[config.mk]
export PLATFORM = sky130hd
export DESIGN_NAME = ldmac_tag_collect
export DESIGN_NICKNAME = d
export VERILOG_FILES = /design/src/rtl/ldmac_tag_collect.sv
export SDC_FILE = /design/constraint.sdc
export NUM_CORES = 1
export LEC_CHECK = 0
export ABC_CLOCK_PERIOD_IN_PS = 2800
export BUFFER_PORTS_ARGS = -buffer_cell sky130_fd_sc_hd__buf_2
export CORE_MARGIN = 4
export CORE_UTILIZATION = 30
export DETAILED_ROUTE_END_ITERATION = 6
export MAX_ROUTING_LAYER = met4
export PLACE_DENSITY_LB_ADDON = 0.25
export RECOVER_POWER = 50
export SKIP_LAST_GASP = 1
export SYNTH_ARGS = -nofsm -noshare
export SYNTH_HDL_FRONTEND = slang
export SYNTH_SLANG_ARGS = --single-unit
[constraint.sdc]
create_clock -name clk -period 2.8 [get_ports clk]
set_input_delay 0.42 -clock clk [delete_from_list [all_inputs] [get_ports clk]]
set_output_delay 0.42 -clock clk [all_outputs]
set_load 0.05 [all_outputs]
[src/rtl/ldmac_tag_collect.sv]
// LDMAC tag collector: pairs the core's high and low 64-bit tag words into a
// 128-bit tag, optionally compares it against a loaded expected tag, and
// presents the result on a valid/ready interface. The core cannot be stalled,
// so a word arriving while a tag is still held is dropped and flagged.
module ldmac_tag_collect #(
  parameter int TIMEOUT_CYCLES = 1023,
  parameter int CNT_W          = 16
) (
  input  logic               clk,
  input  logic               rst,
  input  logic [63:0]        mac_dout,
  input  logic               mac_dout_valid,
  input  logic               mac_done,
  input  logic [127:0]       exp_tag,
  input  logic               exp_tag_load,
  output logic [127:0]       tag,
  output logic               tag_valid,
  input  logic               tag_ready,
  output logic               tag_match,
  output logic               err_seq,
  output logic               err_timeout,
  output logic               err_overrun,
  output logic               busy,
  output logic [CNT_W-1:0]   tag_count
);

  localparam int TMR_W = $clog2(TIMEOUT_CYCLES + 1);
  localparam logic [TMR_W-1:0] TMR_MAX = TMR_W'(TIMEOUT_CYCLES);

  typedef enum logic [1:0] {IDLE, HALF, HOLD} state_t;

  state_t             state;
  logic [63:0]        hi_word;
  logic [127:0]       exp_reg;
  logic               armed;
  logic [TMR_W-1:0]   timer;
  logic               handshake;

  // Counter increment that sticks at all-ones instead of wrapping.
  function automatic logic [CNT_W-1:0] sat_inc(input logic [CNT_W-1:0] v);
    return (&v) ? v : v + CNT_W'(1);
  endfunction

  assign handshake = tag_valid & tag_ready;

  // Collector FSM with all outputs registered; the expected-tag load is
  // applied last so it overrides the armed clear on a coincident handshake.
  always_ff @(posedge clk) begin
    if (rst) begin
      state       <= IDLE;
      hi_word     <= '0;
      exp_reg     <= '0;
      armed       <= 1'b0;
      timer       <= '0;
      tag         <= '0;
      tag_valid   <= 1'b0;
      tag_match   <= 1'b0;
      err_seq     <= 1'b0;
      err_timeout <= 1'b0;
      err_overrun <= 1'b0;
      busy        <= 1'b0;
      tag_count   <= '0;
    end else begin
      err_seq     <= 1'b0;
      err_timeout <= 1'b0;
      err_overrun <= 1'b0;
      case (state)
        IDLE: begin
          if (mac_dout_valid) begin
            if (mac_done) begin
              err_seq <= 1'b1;
            end else begin
              hi_word <= mac_dout;
              timer   <= '0;
              state   <= HALF;
              busy    <= 1'b1;
            end
          end
        end
        HALF: begin
          if (mac_dout_valid) begin
            if (mac_done) begin
              tag       <= {hi_word, mac_dout};
              tag_match <= armed & ({hi_word, mac_dout} == exp_reg);
              tag_valid <= 1'b1;
              state     <= HOLD;
            end else begin
              err_seq <= 1'b1;
              hi_word <= mac_dout;
              timer   <= '0;
            end
          end else if (timer == TMR_MAX) begin
            err_timeout <= 1'b1;
            state       <= IDLE;
            busy        <= 1'b0;
          end else begin
            timer <= timer + TMR_W'(1);
          end
        end
        HOLD: begin
          if (handshake) begin
            tag_count <= sat_inc(tag_count);
            armed     <= 1'b0;
            tag_valid <= 1'b0;
            tag_match <= 1'b0;
            if (mac_dout_valid && !mac_done) begin
              hi_word <= mac_dout;
              timer   <= '0;
              state   <= HALF;
              busy    <= 1'b1;
            end else begin
              err_seq <= mac_dout_valid;
              state   <= IDLE;
              busy    <= 1'b0;
            end
          end else if (mac_dout_valid) begin
            err_overrun <= 1'b1;
          end
        end
        default: begin
          state <= IDLE;
          busy  <= 1'b0;
        end
      endcase
      if (exp_tag_load) begin
        exp_reg <= exp_tag;
        armed   <= 1'b1;
      end
    end
  end

endmodule

==> results of run 1 <==
-- cells in the mapped netlist (3+ instances only) --
library cell	count	share of area [%]
dfxtp_1	355	50
and2_1	4	0.18
nand4_1	20	0.88
and3_1	5	0.22
and4_1	4	0.25
a21oi_1	208	7.3
o22ai_1	17	0.74
xor2_1	55	3.4
o2bb2ai_1	4	0.25
xnor2_1	39	2.4
nand2_1	411	11
or3_1	3	0.13
a221oi_1	5	0.31
ha_1	7	0.61
buf_1	19	0.50
mux2i_1	129	9.0
a221o_1	3	0.21
nor4_1	19	0.83
nor3_1	5	0.18
a22o_1	8	0.49
clkbuf_1	79	2.1
or4_1	5	0.26
nor2b_1	4	0.18
inv_1	57	1.5
nor2_1	161	4.2
nand3_1	9	0.32
nand2b_1	11	0.48
o21ai_0	10	0.35
o2111ai_1	6	0.37
-- placed cells by master, fill, tap and decap left out, drive strengths merged, types with 7 or more instances in the layout --
| cell | netlist | routed |
|---|---|---|
| o21ai | 12 | 12 |
| dfxtp | 355 | 355 |
| inv | 57 | 58 |
| buf | 20 | 242 |
| xor2 | 55 | 55 |
| a22o | 8 | 8 |
| mux2i | 129 | 129 |
| xnor2 | 39 | 39 |
| nand4 | 20 | 20 |
| clkbuf | 79 | 197 |
| nand2b | 11 | 11 |
| o22ai | 17 | 17 |
| nor4 | 19 | 19 |
| nand3 | 9 | 9 |
| diode | 0 | 24 |
| a21oi | 209 | 209 |
| nand2 | 411 | 411 |
| ha | 7 | 7 |
| nor2 | 161 | 161 |
-- kinds of logic after synthesis --
kind of cell / Yosys count / synth area share, %
AO/OA/AOI/OAI: 285 / 11.5
XOR/XNOR: 94 / 5.76
adder cells (fa/ha/maj): 7 / 0.613
buffers and inverters: 156 / 4.11
flip-flops: 355 / 49.7
multiplexers: 130 / 9.11
AND/OR/NAND/NOR: 666 / 19.2
-- layer usage --
metal  vias up  global-route usage (%)
li1       6327                       -
met4         0                    5.11
met3        73                    5.75
met5         -                       -
met2       375                    32.8
met1      6124                    27.4
-- cell type report --
| cell class | count | share of cell area [%] |
|---|---|---|
| Antenna cell | 24 | 0.332 |
| Clock buffer | 68 | 7.46 |
| Clock inverter | 8 | 0.539 |
| Inverter | 57 | 1.18 |
| Multi-Input combinational cell | 1182 | 36.7 |
| Sequential cell | 355 | 39.3 |
| Tap cell | 607 | 4.19 |
| Timing Repair Buffer | 371 | 10.4 |
-- worst min-delay path, cell delays in order --
cell	delay (ns)
buf_2	0.08
mux2i_1	0.05
nor2_1	0.07
-- power breakdown --
group | switching, mW | internal, mW
Sequential | 0.220 | 5.32
Clock | 2.20 | 3.47
Combinational | 1.28 | 0.618
Total | 3.70 | 9.41
-- through the flow --
step	hold slack, ns	area (um^2)
after CTS	0.0570	18200
after floorplan	0.445	14300
final	0.0914	18100
after global routing	0.0678	18100
after detailed placement	0.444	16800
after global placement	0.439	16800
-- how the worst max path moves through the flow --
stage / startpoint / end / slack (ns)
after floorplan: tag_valid$_SDFFE_PP0P_ / timer[7]$_SDFFE_PP0P_ / 0.64
after global placement: mac_dout[31] / tag_match$_SDFFE_PP0P_ / 0.25
after detailed placement: mac_dout[31] / tag_match$_SDFFE_PP0P_ / 0.26
after CTS: state[1]$_SDFFE_PP0P_ / tag_match$_SDFFE_PP0P_ / 0.27
after global routing: rst / exp_reg[64]$_SDFFE_PP0P_ / 0.10
final: rst / tag[5]$_SDFFE_PP0P_ / 0.26
==> impl_metrics.tcl, run 1 <==
set metrics [dict create \
    leakagePower_nw 7.30 \
    timing.rr.start "state[1]$_SDFFE_PP0P_" \
    grt_pass1_vias 12200 \
    cts-resized-gates 0 \
    slowest_delay_ns 1.34 \
    wl_met2_um 25300 \
    worstPathRequired_ns 3.19 \
    ctsHoldBuffers 0 \
    die_area_um2 51200 \
    pre_cts_slack_ns 0.257 \
    r2r-end "timer[7]$_SDFFE_PP0P_" \
    root_buffer "clkbuf_16" \
    timing.final.crit_share_pct 90.7 \
    async_flop_share_pct 0 \
    syn_area_per_cell_um2 8.44 \
    rsz0062_at_grt "false" \
    post-route-drc-count 0 \
    regArea_um2 7110 \
    hold_path_class "input port to flip-flop" \
    cp-start-kind "input port" \
    vias 12900 \
    synthesis.area_um2 14300 \
    synth_nets 1898 \
    via_per_inst 4.83 \
    holdPathStages 3 \
    grt_pass1_wl_um 78700 \
    max_slew_margin_pct -42.1 \
    cp.arrival_ns 2.93 \
    grt_overflow 0 \
    r2r_cells 9 \
    place.gp.congestion 0.926 \
    finalHoldViolCount 0 \
    clock-sinks 355 \
    numCtsBuffers 41 \
    ys_ff_latch 355 \
    drv_cap 1 \
    period_minus_slack_ns 2.54 \
    die_w_um 226 \
    cp_slowest_cell "clkbuf_4" \
    coreArea_um2 46900 \
    tritoncts "built" \
    critPathBufInv 3 \
    highest-signal-layer "met4" \
    drt_wl_total_um 54900 \
    setup_tns_ns 0 \
    cts_setup_buffers 0 \
    grt_max_degree 180 \
    cts_buffer_depth 3 \
    initial_utilization_pct 30.5 \
    std_cell_rows 79 \
    drt-met1-wl_um 24500 \
    crit_chain "buf_8 > clkbuf_4 > buf_12 > a21oi_1" \
    layout_setup_ws_ns 0.261 \
    worst-path-stages 4 \
    ys.flop_type "dfxtp_1" \
    fmax_ghz 0.394 \
    ioPinCount 348 \
    crit_family "buffers and inverters" \
    io_buffers 347 \
    power.density_nw_per_um2 724 \
    synth.distinct_cells 55 \
    antenna_found_initial 25 \
    area_delta_synth_final_pct 26.7 \
    synth_edf_count 0 \
    path_max_fanout 179 \
    crit_path_end_kind "flip-flop" \
    avgRoutedWirePerCell_um 20.5 \
    p_total_mw 13.1 \
    layout.nets 2213 \
    synth_cells 1693 \
    grt.total_usage_pct 21.1 \
    clock_latency_ns 0.57 \
    final_util_pct 38.6 \
    multiInputGateArea_um2 6640 \
    drt-pass1-iter-count 7 \
    htreeDepth 2 \
    post-place-cells 2572 \
    dp_hpwl_um 40500 \
    status "complete, but fails checks" \
    hp-start "exp_tag[89]" \
    regToRegSetupSlack_ns 0.36 \
    ys_warn_count 0 \
    critPathKind "input port to flip-flop" \
    synth-seq-area-share_pct 49.7 \
    final-setup-viol-count 0 \
    ant_nets 0 \
    fp.dieH_um 226 \
    drive_above_1_share_pct 15.8 \
    fin_cells 2672 \
    vdd_drop_max_uv 357 \
    violations "max-capacitance violations, max-slew violations" \
    met3_length_um 3940 \
    drv_slew 172 \
    worst_pin_slew_ns 2.13 \
    n_fill_cell 4933 \
    hold-path-endpoint "exp_reg[89]$_SDFFE_PP0P_" \
    skew_ns 0.0173 \
    clkTransAtPathRegs_ns 0.06 \
    drt_iter0_drc 945 \
]
Note: power is estimated with default switching activity, not from simulation.
==> run 2: changes to the inputs <==
CORE_ASPECT_RATIO = 1.1   (was default)
==> run 2 against run 1 <==
  * The run still ends with max-capacitance violations, max-slew violations left
  * Fmax fell by 1.8%
  * Design area is 0.50% lower
  * Global-route usage grew 0.42 points
  * Routed wire length grew 1.5%
  * Total power fell by 2.8%
  * Sequential share of layout area up 0.20 points
  * Clock skew increased by 0.012 ns
==> impl_metrics.tcl, run 2 (synthesis gave the netlist of run 1 again) <==
set metrics [dict create \
    status "complete, but fails checks" \
    violations "max-capacitance violations, max-slew violations" \
    layout.nets 2217 \
    cp-start-kind "flip-flop" \
    ctsHoldBuffers 0 \
    period_minus_slack_ns 2.59 \
    grt_pass1_vias 12700 \
    vdd_drop_max_uv 430 \
    worstPathRequired_ns 3.30 \
    place.gp.congestion 0.922 \
    leakagePower_nw 7.25 \
    final_cell_mix "411 x nand2_1, 355 x dfxtp_1, 224 x buf_2" \
    die_w_um 216 \
    io_buffers 347 \
    rsz0062_at_grt "false" \
    crit_path_end_kind "flip-flop" \
    cts_setup_buffers 0 \
    area_delta_synth_final_pct 26.0 \
    fmax_ghz 0.387 \
    grt.total_usage_pct 21.5 \
    drt-pass1-iter-count 7 \
    hold_path_class "input port to flip-flop" \
    grt_pass1_wl_um 81200 \
    ioPinCount 348 \
    finalHoldViolCount 0 \
    cp.arrival_ns 3.09 \
    avgRoutedWirePerCell_um 20.7 \
    post-route-drc-count 0 \
    cts-resized-gates 0 \
    clock_latency_ns 0.56 \
    via_per_inst 4.80 \
    clkTransAtPathRegs_ns 0.06 \
    initial_utilization_pct 30.5 \
    ant_nets 0 \
    grt_max_degree 187 \
    numCtsBuffers 41 \
    cts_buffer_depth 3 \
    drv_slew 352 \
    timing.final.crit_share_pct 92.4 \
    coreArea_um2 46900 \
    setup_tns_ns 0 \
    drt_wl_total_um 55700 \
    vias 13000 \
    final-setup-viol-count 0 \
    path_max_fanout 7 \
    drive_above_1_share_pct 15.7 \
    dp_hpwl_um 41600 \
    tritoncts "built" \
    htreeDepth 2 \
    clock-sinks 355 \
    skew_ns 0.0291 \
    max_slew_margin_pct -45.3 \
    grt_overflow 0 \
    place_area_um2 16900 \
    die_area_um2 51200 \
    std_cell_rows 83 \
    p_total_mw 12.7 \
    power.density_nw_per_um2 707 \
    fp.dieH_um 237 \
    critPathKind "flip-flop to flip-flop" \
    final_area_um2 18000 \
    drt_iter0_drc 828 \
    final_common_cell "nand2_1" \
    worst_pin_slew_ns 2.18 \
    whs_ns 0.0903 \
    antenna_found_initial 21 \
    n_fill_cell 5053 \
    drv_cap 2 \
    root_buffer "clkbuf_16" \
]
## run 2: worst max-delay path, stage by stage (launching register included)
cell,delay (ns)
dfxtp_1,0.48
inv_1,0.11
ha_1,0.26
ha_1,0.22
nor2_1,0.15
o21ai_0,0.24
a221o_1,0.33
nor4_1,0.42
nand4_1,0.18
o21ai_1,0.15
## run 2: cell type report
class	instances	area, um^2	share of cell area [%]
antenna	19	47.5	0.264
clock inverter	12	119	0.660
tap	637	797	4.42
multi-input combinational	1182	6640	36.9
timing repair buffer	375	1910	10.6
clock buffer	59	1180	6.53
inverter	57	214	1.19
sequential	355	7110	39.5
## run 2: power breakdown
group	leakage (nW)	internal [mW]	switching, mW
combinational	3.72	0.634	1.29
sequential	2.90	5.33	0.220
clock	0.633	3.10	2.17
## run 2: stage by stage
step	utilization, %	std cells	setup slack [ns]
final	38.4	2696	0.213
after global routing	38.4	2696	0.105
after CTS	38.7	2677	0.387
after detailed placement	35.9	2606	0.403
after global placement	35.9	2606	0.503
after floorplan	-	1693	0.644
## run 2: path summary, 6_finish.rpt
path / start / to / slack [ns] / cells after the start
worst max-delay path: state[1]$_SDFFE_PP0P_ / tag_match$_SDFFE_PP0P_ / 0.21 / 9
worst min-delay path: exp_tag[109] / exp_reg[109]$_SDFFE_PP0P_ / 0.09 / 3
worst max register to register: state[1]$_SDFFE_PP0P_ / tag_match$_SDFFE_PP0P_ / 0.21 / 9
worst min register to register: tag[99]$_SDFFE_PP0P_ / tag[99]$_SDFFE_PP0P_ / 0.45 / 2
## run 2: metal layers
layer | part of all wire, % | global-route usage, % | vias up
li1 | - | - | 6314
met1 | 44 | 26.9 | 6158
met2 | 47 | 33.8 | 396
met3 | 6.2 | 4.99 | 83
met4 | 3.2 | 8.28 | 0
met5 | 0 | - | -
